==> src/rtl/fport_arbiter.sv <==
`default_nettype none
// ============================================================================
//  Module   : fport_arbiter
//  Purpose  : Round-robin sharing of one DW-bit output port between NREQ
//             requesters; the winner's pattern is held for HOLD cycles.
//  Option   : FPORT_ARB_EXTEND_EN - sole requester may extend its grant.
//  Revision : 1.0 - initial release
// ============================================================================
module fport_arbiter #(
  parameter int              NREQ     = 4,
  parameter int              DW       = 4,
  parameter int              HOLD     = 8,
  parameter logic [DW-1:0]   IDLE_PAT = '0
) (
  input  logic               clk,
  input  logic               rstn,
  input  logic [NREQ-1:0]    req,
  input  logic [NREQ*DW-1:0] pat,
  output logic [NREQ-1:0]    gnt,
  output logic [NREQ-1:0]    done,
  output logic [DW-1:0]      data,
  output logic               busy
);

  localparam int c_pw = (NREQ > 1) ? $clog2(NREQ) : 1;
  localparam int c_cw = (HOLD > 1) ? $clog2(HOLD + 1) : 1;
  localparam logic [c_cw-1:0] c_reload = c_cw'(HOLD - 1);

  typedef enum logic [1:0] {
    S_IDLE    = 2'd0,
    S_GRANT   = 2'd1,
    S_RELEASE = 2'd2
  } state_t;

  state_t            r_state, w_state_nx;
  logic [NREQ-1:0]   r_gnt, w_gnt_nx;
  logic [NREQ-1:0]   r_done, w_done_nx;
  logic [DW-1:0]     r_data, w_data_nx;
  logic [c_cw-1:0]   r_cnt, w_cnt_nx;
  logic [c_pw-1:0]   r_ptr, w_ptr_nx;
  logic [c_pw-1:0]   r_win, w_win_nx;
  logic [c_pw-1:0]   w_sel;
  logic              w_rel;
  logic [DW-1:0]     w_pat_arr [NREQ];

  genvar g;
  generate
    for (g = 0; g < NREQ; g++) begin : g_pat
      assign w_pat_arr[g] = pat[g*DW +: DW];
    end
  endgenerate

  // Walk from the highest offset down so the nearest set bit above ptr wins.
  always_comb begin
    w_sel = r_ptr;
    for (int i = NREQ - 1; i >= 0; i--) begin
      if (req[(int'(r_ptr) + i) % NREQ])
        w_sel = c_pw'((int'(r_ptr) + i) % NREQ);
    end
  end

`ifdef FPORT_ARB_EXTEND_EN
  logic w_others;
  assign w_others = |(req & ~r_gnt);
`endif

  always_comb begin
    w_state_nx = r_state;
    w_gnt_nx   = r_gnt;
    w_done_nx  = '0;
    w_data_nx  = r_data;
    w_cnt_nx   = r_cnt;
    w_ptr_nx   = r_ptr;
    w_win_nx   = r_win;
    w_rel      = 1'b0;

    case (r_state)
      S_IDLE: begin
        if (|req) begin
          w_state_nx = S_GRANT;
          w_gnt_nx   = NREQ'(1) << w_sel;
          w_data_nx  = w_pat_arr[w_sel];
          w_cnt_nx   = c_reload;
          w_win_nx   = w_sel;
        end
      end
      S_GRANT: begin
        if (!req[r_win]) begin
          w_rel = 1'b1;
        end else if (r_cnt == '0) begin
`ifdef FPORT_ARB_EXTEND_EN
          if (!w_others)
            w_cnt_nx = c_reload;
          else
            w_rel = 1'b1;
`else
          w_rel = 1'b1;
`endif
        end else begin
          w_cnt_nx = r_cnt - c_cw'(1);
        end
      end
      S_RELEASE: w_state_nx = S_IDLE;
      default:   w_state_nx = S_IDLE;
    endcase

    if (w_rel) begin
      w_state_nx = S_RELEASE;
      w_gnt_nx   = '0;
      w_data_nx  = IDLE_PAT;
      w_done_nx  = r_gnt;
      w_ptr_nx   = (r_win == c_pw'(NREQ - 1)) ? '0 : r_win + c_pw'(1);
    end
  end

  always_ff @(posedge clk or negedge rstn) begin
    if (!rstn) begin
      r_state <= S_IDLE;
      r_gnt   <= '0;
      r_done  <= '0;
      r_data  <= IDLE_PAT;
      r_cnt   <= '0;
      r_ptr   <= '0;
      r_win   <= '0;
    end else begin
      r_state <= w_state_nx;
      r_gnt   <= w_gnt_nx;
      r_done  <= w_done_nx;
      r_data  <= w_data_nx;
      r_cnt   <= w_cnt_nx;
      r_ptr   <= w_ptr_nx;
      r_win   <= w_win_nx;
    end
  end

  assign gnt  = r_gnt;
  assign done = r_done;
  assign data = r_data;
  assign busy = (r_state != S_IDLE);

endmodule
`default_nettype wire

==> config.mk <==
export PLATFORM = sky130hd
export DESIGN_NAME = fport_arbiter
export DESIGN_NICKNAME = d
export VERILOG_FILES = /design/src/rtl/fport_arbiter.sv
export SDC_FILE = /design/constraint.sdc
export NUM_CORES = 1
export LEC_CHECK = 0
export CAP_MARGIN = 30
export CORE_AREA = 10 10 62 64
export CTS_CLUSTER_SIZE = 25
export DETAILED_ROUTE_END_ITERATION = 10
export DIE_AREA = 0 0 72 74
export GPL_ROUTABILITY_DRIVEN = 0
export GPL_TIMING_DRIVEN = 1
export PLACE_DENSITY = 0.87
export RECOVER_POWER = 25
export SLEW_MARGIN = 0
export SYNTH_ARGS = -nofsm -noshare
export SYNTH_HDL_FRONTEND = slang
export SYNTH_SLANG_ARGS = --single-unit
==> constraint.sdc <==
create_clock -name clk -period 4.66 [get_ports clk]
set_clock_uncertainty 0.1 [all_clocks]
set_input_delay 1.165 -clock clk [delete_from_list [all_inputs] [get_ports clk]]
set_output_delay 1.165 -clock clk [all_outputs]
set_load 0.005 [all_outputs]
### Yosys cells after proc, flatten, opt, wreduce, memory -nomap -nowiden

Index checks and enable logic that the tools add are counted.

* register bits: 22
* input bits: 22
* output and inout port bits: 13
* logic and storage cells: 82

* add/sub/neg operators: 5
* $lt $le $gt $ge: 6
* equal/unequal tests: 7
* shift operators: 1
* muxes and demuxes: 38
* bitwise logic cells: 4
* reductions and logical operators: 14

Operators by type and width (number)
* 4-bit 2-to-1 mux: 12
* 2-bit 2-to-1 mux: 7
* 3-bit by 4-bit less-than comparator with 1-bit output, second input constant: 3
* 1-bit 2-to-1 mux: 11
* 1-bit binary-select mux with 2-bit select: 5
* 4-bit binary-select mux with 2-bit select: 1
* 2-bit inequality test, second input constant: 4
* 4-bit one-hot mux with 2 select lines: 1
* 2-bit nonzero test: 4
* 2-bit by 3-bit less-than comparator with 1-bit output, second input constant: 2
* 2-bit AND reduction: 3
* 2-bit OR reduction: 3
* 2-bit by 1-bit adder with 2-bit output, second input constant: 2
* 2-bit adder, second input constant: 2
* 4-bit zero test: 1
* 2-bit one-hot mux with 2 select lines: 1
* 4-bit AND reduction: 1
* 4-bit OR reduction: 1
* 1-bit by 2-bit << shifter with 4-bit output, first input constant: 1
* 4-bit by 1-bit subtractor with 4-bit output, second input constant: 1
* 1-bit AND, first input constant: 3
* 3-bit >= comparator, second input constant: 1
* 3-bit inequality test, second input constant: 1
* 2-bit inverter with 3-bit output: 1
* 3 further kinds: 3

### Depth between registers and ports, before layout

* word-level depth: 17
* depth in mapped cells: 9
* gate-level depth less buffers: 8

### Least setup slack after synthesis

No wires, ideal clock.

* kind: input port to flip-flop
* start: input req[3]
* end: register r_data[0], in the netlist data[0]
* setup time: 0.147 ns
* data arrival time: 2.383 ns
* required time: 4.413 ns
* setup slack: 2.030 ns
* stages on the path: 6
* path buffers: 1
* cells stage by stage: mux4_2 > and2_2 > or2_1 > buf_2 > a21oi_1 > a221oi_1

* cells in the longest elaborated chain, start to end: 14
* elaborated cells on any way between the ends: 30
* those cells by class: 25 x mux; 1 x bitwise; 4 x reduce/logical

Ends and longest elaborated chain
* start: declaration: RTL line 17 `input logic [NREQ-1:0] req,`
* 1-bit binary-select mux with 2-bit select: RTL line 57 `if (req[(int'(r_ptr) + i) % NREQ])`
* 1-bit 2-to-1 mux (implied by the code) (2 in a row): RTL line 57
* 2-bit 2-to-1 mux (4 in a row): RTL line 57
* 2-bit inverter with 3-bit output (implied by the code): RTL line 82 `w_data_nx = w_pat_arr[w_sel];`
* 4-bit binary-select mux with 2-bit select: RTL line 82
* 4-bit 2-to-1 mux (implied by the code) (2 in a row): RTL line 82
* 4-bit 2-to-1 mux: RTL line 79 `if (|req) begin`
* 4-bit 2-to-1 mux: RTL line 77 `case (r_state)`
* 4-bit 2-to-1 mux: RTL line 107 `if (w_rel) begin`
* end signal: assignment: RTL line 129 `r_data <= w_data_nx;`
* end: declaration: RTL line 38 `logic [DW-1:0] r_data, w_data_nx;`

Several ways; a longest one is shown, not always the timed one. The select of a mux whose other input is x is not followed.
A chain may end at the register's enable or synchronous reset.

### Worst setup path in the final report

* start: input req[0]
* end: register r_data[1], in the netlist data[1]

The elaborated chain is that of the path after synthesis.

==> impl_metrics.csv <==
group,metric,value,unit
clocking,cts.sink_count,22,
final_layout,final_net_count,178,
logic_synthesis,synthesis.nets,141,
min_path,type_of_the_most_critical_hold_path,"reg -> reg",
routing,antenna_violating_nets_post_route,0,
logic_synthesis,synth_area,1167,sq um
pwr,share_seq_of_total_power,0.337,
routing,postRouteWirelength,3241,microns
logic_synthesis,post_synth_top_area_share,0.4716,
grt,first_pass_grt_wire_length,5340,microns
grt,grt_start_max_net_pins,23,
pwr,p_leak,0.6946,nW
final_layout,layout.area.seq,550.5,sq um
clocking,cts_inserted_buffers,3,
sta,worst_pin_slew,1.125,ns
die,chipWidth,72,microns
final_layout,syn_to_final_growth,36.44,%
setup_path,path_max_fanout,11,
clocking,cts_repair_resize_count,0,
pwr,power.switching_fraction,0.3849,
pwr,comb_power_share,0.508,
logic_synthesis,number_of_cells_produced_by_synthesis,117,
clocking,clock_tree.buffer_depth,2,
logic_synthesis,synth_warnings,0,
pwr,total_switching_power,0.3626,mW
logic_synthesis,synth_area_per_cell,9.978,sq um
die,initial_core_util,0.4384,
setup_path,timing.critical_path.slowest_stage_cell,"clkdlybuf4s50_1",
clocking,clk-insertion-delay-late,0.31,ns
pwr,pwr-share-clk,0.155,
logic_synthesis,synth_top_cells_by_area,"dfrtp_1 47%, a221oi_1 6.0%, and2_1 4.8%",
grt,gr-total-overflow,0,
sta,drv_slew,0,
die,io_pins,35,
die,core_area,2663,sq um
pwr,power-per-cell-area,591.4,nW/um^2
run,maxCapViolCount,0,
final_layout,post_route_cells_drive_above_1_share,0.07843,
placed_design,hpwlAfterDp,2446,microns
clocking,cts_hold_buf,0,
routing,drt-wirelength-per-cell,17.61,microns
sta,final-hold-violation-count,0,
pwr,p_int,0.5794,mW
routing,post_drt_via_cell_ratio,5.859,
clocking,cts_tree,"built",
setup_path,required,4.73,ns
final_layout,number_of_diodes_added_for_antenna_fixing,0,
clocking,ctsHtreeMaxLevel,1,
die,row_cnt,19,
grt,grt_use_total,0.1214,
logic_synthesis,synth_largest_area_cell,"dfrtp_1",
sta,tns,0,ns
placed_design,place.port_buffers,34,
setup_path,critical_path_class,"in -> reg",
routing,drt_first_pass_iters,4,
clocking,clk_pin_slew,0.13,ns
pwr,worst_ir_drop_vdd,386.3,uV
routing,drtIter0Drc,63,
logic_synthesis,synth.yosys.seq_area_share,0.4716,
sta,rsz0062_at_grt,"false",
grt,grt_antenna_before_repair,0,
setup_path,cp-start-kind,"input port",
sta,slew_headroom,0.2503,
final_layout,finish.cell_count_without_fillers,184,
setup_path,crit_path_end_kind,"register",
logic_synthesis,synth_cell_types,38,
clocking,clk_root_buf,"clkbuf_4",
final_layout,post_layout_util,0.5982,
grt,grt.met3_usage,0.03590,
setup_path,critical_path.top_delay_family,"compound AO/OA/AOI/OAI gates",
sta,report.final.setup_viol,0,
setup_path,cpPeakStageDelay,0.50,ns
placed_design,placedCellCount,178,
die,fp.dieH,74,microns
clocking,cts_post_setup_buffers_inserted,0,
setup_path,cpMostUsedCell,"a221oi_1",
routing,drc,0,
grt,vias_in_the_first_global_route,1140,
setup_path,crit_path_cell_trace,"clkdlybuf4s50_1 -> nor2b_1 -> o21ai_0 -> nand3_1 -> a221oi_1 -> a221oi_1",
final_layout,filler_cell_count,223,
run_status,run_status,"completed",
final_layout,area_of_combinational_cells_with_multiple_inputs,588.1,sq um
setup_path,crit_buf_inv,1,
sta,fin_crit_sh,0.6585,
pwr,report.power.total,0.9420,mW
setup_path,rrSetupSlack,2.33,ns
logic_synthesis,ys_seq_elements,22,
sta,period_needed,3.069,ns
sta,max_freq,0.3259,GHz
grt,groute.layer.met1.usage,0.1305,
setup_path,worst_ep_arrival_time,3.14,ns
grt,grt.busiest_layer,"met2",
grt,use_met2,0.2265,
routing,vias,1078,
die,floorplan.die_area,5328,sq um
flip-flops by register name (all words and copies together), names as in the netlist:
signal   flops
r_cnt        4
done         4
data         4
gnt          4
r_state      2
r_win        2
r_ptr        2
layout by cell type (no fill, tap or decap), types with 3 or more instances in the layout:
master	instances
clkdlybuf4s50_1	33
dfrtp_1	22
nand2_1	12
and2_1	9
a221oi_1	8
a21oi_1	7
nand3_1	6
o21ai_0	5
nor2b_1	4
mux2i_1	4
nor2_1	3
clkbuf_4	3
layout make-up:
class                      instances  share of cell area
clock buffer                       3             0.01414
tap                               31             0.02435
inverter                           3            0.007070
clock inverter                     1             0.01885
sequential                        22              0.3456
timing repair buffer              36              0.2207
multi-input combinational         88              0.3692
synth_stat cells, drive strengths merged:
cell type	n
and2	10
nand2	13
and3	1
a21o	2
nand3	6
nand4b	1
nor3	1
and3b	1
a211o	1
nor3b	1
mux2i	4
a22oi	1
a21oi	8
a221oi	8
dfrtp	22
buf	2
inv	3
nor2b	4
nor2	3
ha	2
o31ai	1
or4	2
o21a	1
o22a	2
mux4	1
o21ai	5
or3	1
nand2b	2
o21bai	1
or2	2
clkbuf	2
or3b	1
o32ai	2
worst paths after layout:
| check | start | endpoint | cells past startpoint |
|---|---|---|---|
| setup / recovery | req[0] | data[1]$_DFFE_PN0P_ | 6 |
| hold / removal | gnt[3]$_DFFE_PN0P_ | done[3]$_DFF_PN0_ | 1 |
| setup reg to reg | r_cnt[0]$_DFFE_PN0P_ | data[1]$_DFFE_PN0P_ | 7 |
| hold reg to reg | gnt[3]$_DFFE_PN0P_ | done[3]$_DFF_PN0_ | 1 |
| max in group asynchronous | rstn | data[3]$_DFFE_PN0P_ | 2 |
| min in group asynchronous | rstn | gnt[1]$_DFFE_PN0P_ | 1 |
metrics by stage:
stage / setup WS, ns / area (sq um) / hold slack (ns)
2_1_floorplan: 2.030 / 1167 / 0.3844
3_3_place_gp: 1.332 / 1529 / 0.3922
3_5_place_dp: 1.229 / 1529 / 0.4011
4_1_cts: 1.578 / 1582 / 0.4296
5_1_grt: 1.472 / 1593 / 0.4507
6_report: 1.591 / 1593 / 0.4253
power by group through the flow:
stage	combinational, mW	sequential (mW)	clock, mW
finish	0.479	0.318	0.146
global route	0.528	0.328	0.158
CTS	0.471	0.315	0.146
detailed placement	0.466	0.319	0
global placement	0.449	0.315	0
floorplan	0.288	0.311	0
kinds of logic (layout without fill, tap and decap cells):
kind of cell,Yosys count,in the layout,synth area share
simple gates,49,49,0.2337
fa+ha+maj,2,2,0.02143
buf+inv,7,43,0.02465
flops,22,22,0.4716
compound gates,32,32,0.1951
mux,5,5,0.05359
routing by layer:
metal / up-vias / routed length [microns] / part of all wire
met2: 57 / 1729 / 0.53
met4: 0 / 26 / 0.0080
li1: 505 / - / -
met5: - / 0 / 0
met1: 512 / 1222 / 0.38
met3: 4 / 262 / 0.081
No activity file was read; power rests on OpenSTA's default activity.
